==> src/rtl/if_fetch.sv <==
// ============================================================================
// Module   : if_fetch
// Brief    : Byte-serial instruction fetch feeding the IF/ID boundary.
// Revision : 1.0 - initial release
// ============================================================================
`default_nettype none

module if_fetch #(
    parameter logic [31:0] RESET_PC = 32'h0000_0000,
    parameter logic [31:0] NOP_INST = 32'h0000_0013
) (
    input  logic        clk,
    input  logic        rst,
    input  logic        stall_i,
    input  logic        JBje_i,
    input  logic [31:0] JBtaraddr_i,
    output logic        mem_req_o,
    output logic [31:0] mem_addr_o,
    input  logic        mem_ack_i,
    input  logic [7:0]  mem_rdata_i,
    output logic [31:0] pc_IFID_o,
    output logic [31:0] inst_IFID_o,
    output logic        valid_IFID_o
);

    typedef enum logic [0:0] {
        S_FETCH = 1'b0,
        S_FULL  = 1'b1
    } state_t;

    state_t      r_state;
    logic        r_run;
    logic [31:0] r_pc;
    logic [1:0]  r_cnt;
    logic [31:0] r_shadow;
    logic [31:0] r_pc_out;
    logic [31:0] r_inst_out;
    logic        r_valid_out;

    logic        w_ack;
    logic        w_slot_free;
    logic [31:0] w_word;

    // r_run holds off the first request for one cycle after reset release
    assign mem_req_o   = r_run && (r_state == S_FETCH) && !JBje_i;
    assign mem_addr_o  = r_pc + {30'd0, r_cnt};
    assign w_ack       = mem_req_o && mem_ack_i;
    assign w_slot_free = !r_valid_out || !stall_i;
    assign w_word      = {mem_rdata_i, r_shadow[23:0]};

    assign pc_IFID_o    = r_pc_out;
    assign inst_IFID_o  = r_inst_out;
    assign valid_IFID_o = r_valid_out;

    always_ff @(posedge clk or negedge rst) begin
        if (!rst) begin
            r_state     <= S_FETCH;
            r_run       <= 1'b0;
            r_pc        <= RESET_PC;
            r_cnt       <= 2'd0;
            r_shadow    <= 32'd0;
            r_pc_out    <= 32'd0;
            r_inst_out  <= NOP_INST;
            r_valid_out <= 1'b0;
        end else begin
            r_run <= 1'b1;
            if (JBje_i) begin
                r_pc        <= JBtaraddr_i;
                r_cnt       <= 2'd0;
                r_state     <= S_FETCH;
                r_shadow    <= 32'd0;
                r_valid_out <= 1'b0;
                r_inst_out  <= NOP_INST;
            end else begin
                // Consumed slot empties unless a new word overrides below
                if (!stall_i) begin
                    r_valid_out <= 1'b0;
                    r_inst_out  <= NOP_INST;
                end
                case (r_state)
                    S_FETCH: begin
                        if (w_ack) begin
                            r_shadow[{r_cnt, 3'b000} +: 8] <= mem_rdata_i;
                            r_cnt <= r_cnt + 2'd1;
                            if (r_cnt == 2'd3) begin
                                if (w_slot_free) begin
                                    r_valid_out <= 1'b1;
                                    r_pc_out    <= r_pc;
                                    r_inst_out  <= w_word;
                                    r_pc        <= r_pc + 32'd4;
                                end else begin
                                    r_state <= S_FULL;
                                end
                            end
                        end
                    end
                    S_FULL: begin
                        if (!stall_i) begin
                            r_valid_out <= 1'b1;
                            r_pc_out    <= r_pc;
                            r_inst_out  <= r_shadow;
                            r_pc        <= r_pc + 32'd4;
                            r_cnt       <= 2'd0;
                            r_state     <= S_FETCH;
                        end
                    end
                endcase
            end
        end
    end

endmodule

`default_nettype wire

==> config.mk <==
export PLATFORM = sky130hd
export DESIGN_NAME = if_fetch
export DESIGN_NICKNAME = d
export VERILOG_FILES = /design/src/rtl/if_fetch.sv
export SDC_FILE = /design/constraint.sdc
export NUM_CORES = 1
export LEC_CHECK = 0
export BUFFER_PORTS_ARGS = -buffer_cell sky130_fd_sc_hd__buf_2
export CAP_MARGIN = 20
export CORE_MARGIN = 2
export CORE_UTILIZATION = 59
export CTS_CLUSTER_SIZE = 25
export DETAILED_ROUTE_END_ITERATION = 10
export GPL_ROUTABILITY_DRIVEN = 0
export PLACE_DENSITY_LB_ADDON = 0.2
export SLEW_MARGIN = 20
export SYNTH_ARGS = -nofsm -noshare
export SYNTH_HDL_FRONTEND = slang
export SYNTH_SLANG_ARGS = --single-unit
==> constraint.sdc <==
create_clock -name clk -period 3.6 [get_ports clk]
set_input_delay 0.36 -clock clk [delete_from_list [all_inputs] [get_ports clk]]
set_output_delay 0.36 -clock clk [all_outputs]
set_load 0.01 [all_outputs]
==> flow_summary_export.csv <==
group,metric,value,unit
global_routing,antenna_found_initial,0,
route,ant_nets,0,
die,die_w,110,um
timing,holdWs,23.6,ps
die,dieHeight,110,um
run,drv_cap,0,
timing,slew_violations,0,
worst_setup_path,cp_slowest_stage_delay,580,ps
worst_setup_path,cpMaxStageDelayCell,"fa_1",
timing,finalHoldViolations,0,
layout,final_cells,951,
power_and_ir_drop,leakage,3.79,nW
placement,placed_cell_area,0.00749,sq mm
cts,cts_hold_buf,0,
worst_setup_path,startpoint,"r_cnt[0]$_DFFE_PN0P_",
outcome,outcome,"finished clean",
cts,cts_resized,0,
route,wire_per_inst,18.5,um
power_and_ir_drop,power.total,3.85,mW
route,drt_iter0_markers,428,
timing,period_minus_slack,3410,ps
worst_setup_path,cp_max_fo,11,
layout,final_nets,852,
placement,place_inst,919,
worst_setup_path,cp.arrival,3050,ps
cts,clk_pin_slew,60,ps
die,coreArea,0.0109,sq mm
timing,rsz0062_at_grt,"false",
timing,clock.fmax,0.293,GHz
logic_synthesis,synthesis.area,0.00666,sq mm
timing,finalSetupViolations,0,
global_routing,grt_max_degree,70,
cts,cts_root_buffer,"clkbuf_16",
timing,relSlewSlack,39.6,%
die,dieArea,0.0122,sq mm
timing,tightestPinTransition,906,ps
cts,tritoncts,"built",
route,drc_errors,0,
layout,design_area,0.00814,sq mm
logic_synthesis,synth-edff-count,0,
power_and_ir_drop,powerDensity,473,mW/mm^2
route,routed_wl,17600,um
cts,cts_setup_buffers,0,
power_and_ir_drop,irDropWorstVdd,0.000273,V
worst_setup_path,worstSetupPathType,"reg -> out",
layout,final_util,74.4,%
layout,diodes,0,
cts,clk_latency,420,ps
timing,tns,0,ps
cts,cts_buffers,17,
die,ios,143,
global_routing,grt_pass1_wl,27500,um
placement,dp_hpwl,11600,um
layout,area_growth,22.1,%
die,start_util,60.9,%
route,via_count,5897,
timing,layout_setup_ws,188,ps
worst_setup_path,rr_startpoint,"r_pc[2]$_DFFE_PN0P_",
worst_setup_path,crit_chain,"ha_1, inv_1, fa_1, nor4_1, nor4b_1, xor2_1, buf_2",
worst_setup_path,critPathCaptureType,"output port",
logic_synthesis,synth_fp_nets,725,
cts,cts_num_sinks,133,
min_path,worstHoldPathType,"in -> async",
route,firstDrtPassIters,5,
cts,clockBufferDepth,2,
timing,fin_crit_sh,94.8,%
timing,skew,11.2,ps
global_routing,grt_usage,29.9,%
layout,drive_above_1_share,28.2,%
logic_synthesis,async_reset_ff_share,100,%
logic_synthesis,yosysUniqueCellTypes,54,
logic_synthesis,ys_ff_latch,133,
worst_setup_path,required,3240,ps
global_routing,grt_pass1_vias,5472,
route,vias_per_cell,6.20,
placement,port_buffers,142,
logic_synthesis,ys_seq_area_share,50.0,%
logic_synthesis,yosys_warnings,0,
logic_synthesis,ys.flop_type,"dfrtp_1",
logic_synthesis,avgSynthCellArea,9.93,sq um
global_routing,grt.overflow.total,0,
die,rows,38,
cts,htree_num_levels,4,
placement,dp_slack,692,ps
worst_setup_path,startpoint_type,"flop",
logic_synthesis,netlist_instances,671,
==> power by group <==
part	internal (mW)	leakage (nW)	total [mW]	switching (mW)
sequential	1.54	1.76	1.62	0.0794
combinational	0.122	1.73	0.319	0.197
clock	1.25	0.302	1.91	0.663
==> worst max-delay path, delay by kind of cell, from the launching register on <==
kind	cells	cell delay [ps]
xor gates and xnor gates	1	230
adders and majority gates	2	820
buffers and inverters	2	230
DFF	1	480
and+or+nand+nor	2	870
==> cell type report <==
class	instances	area [sq um]
inverters	13	48.8
clock buffers	20	447
clock inverters	12	203
flip-flops and latches	133	3330
multi-input cells	477	3090
well taps	140	175
fillers	759	2800
repair buffers	156	843
==> Yosys cell counts (all sizes together) (16+ instances only) <==
master	n	area share, %
o21ai	49	3.7
dfrtp	130	49
clkbuf	31	1.8
xor2	21	2.8
xnor2	17	2.2
buf	17	1.3
a22o	22	2.9
nor2	28	1.6
a31oi	16	1.5
mux2	33	5.6
a21oi	21	1.6
nand3	17	1.3
nand2	104	5.9
or4	20	2.3
==> worst paths after layout <==
path	slack, ps	depth (start not counted)	to
setup reg to reg	1080	5	r_pc[26]$_DFFE_PN0P_
hold reg to reg	460	2	inst_IFID_o[4]$_DFF_PN1_
setup / recovery	190	7	mem_addr_o[26]
hold / removal	20	1	pc_IFID_o[23]$_DFFE_PN0P_
min in group clk	140	3	r_pc[5]$_DFFE_PN0P_
max in group asynchronous	2720	2	r_pc[18]$_DFFE_PN0P_
==> cells in the final DEF, fill, tap and decap left out, drive strengths merged, types with 4 or more instances in the layout <==
cell type / synthesis / layout
bufinv: 0 / 5
o31ai: 13 / 13
nor4: 9 / 9
clkinvlp: 0 / 4
nand2: 104 / 104
o211ai: 5 / 5
a22o: 22 / 22
mux2i: 10 / 10
a21oi: 21 / 21
and4: 4 / 4
and2: 13 / 13
nand3: 17 / 17
or3: 5 / 5
o22ai: 9 / 9
xnor2: 17 / 17
nand4: 12 / 12
nor2: 28 / 28
xor2: 21 / 21
clkbuf: 31 / 20
mux2: 33 / 33
nor3: 11 / 11
buf: 17 / 156
a31oi: 16 / 16
and3: 5 / 5
dfrtp: 130 / 130
ha: 8 / 8
o21ai: 49 / 49
inv: 13 / 13
or4: 20 / 20
==> registers in the layout (all words and copies together) (netlist names) <==
signal,cells
inst_IFID_o,32
pc_IFID_o,32
r_pc,32
r_shadow,32
r_cnt,2
r_run,1
r_state,1
valid_IFID_o,1
==> kinds of logic (layout without fill, tap and decap cells) <==
| group | count (synthesis) | count (layout) | share of synthesized area [%] |
|---|---|---|---|
| AO/OA/AOI/OAI | 147 | 147 | 14.1 |
| buffers and inverters | 61 | 201 | 3.81 |
| flip-flops | 133 | 133 | 50.0 |
| multiplexers | 43 | 43 | 7.08 |
| AND/OR/NAND/NOR | 239 | 239 | 18.1 |
| other | 1 | 1 | 0.0563 |
| XOR/XNOR | 38 | 38 | 5.00 |
| adder cells (fa/ha/maj) | 9 | 9 | 1.80 |
==> layer usage <==
| metal | share of wire [%] | wire length, um | track usage [%] |
|---|---|---|---|
| met5 | 0 | 0 | 0 |
| met4 | 2.3 | 407 | 11.3 |
| met3 | 7.9 | 1400 | 6.76 |
| met2 | 48 | 8380 | 46.1 |
| met1 | 42 | 7400 | 41.5 |
No activity file was read; power rests on OpenSTA's default activity.
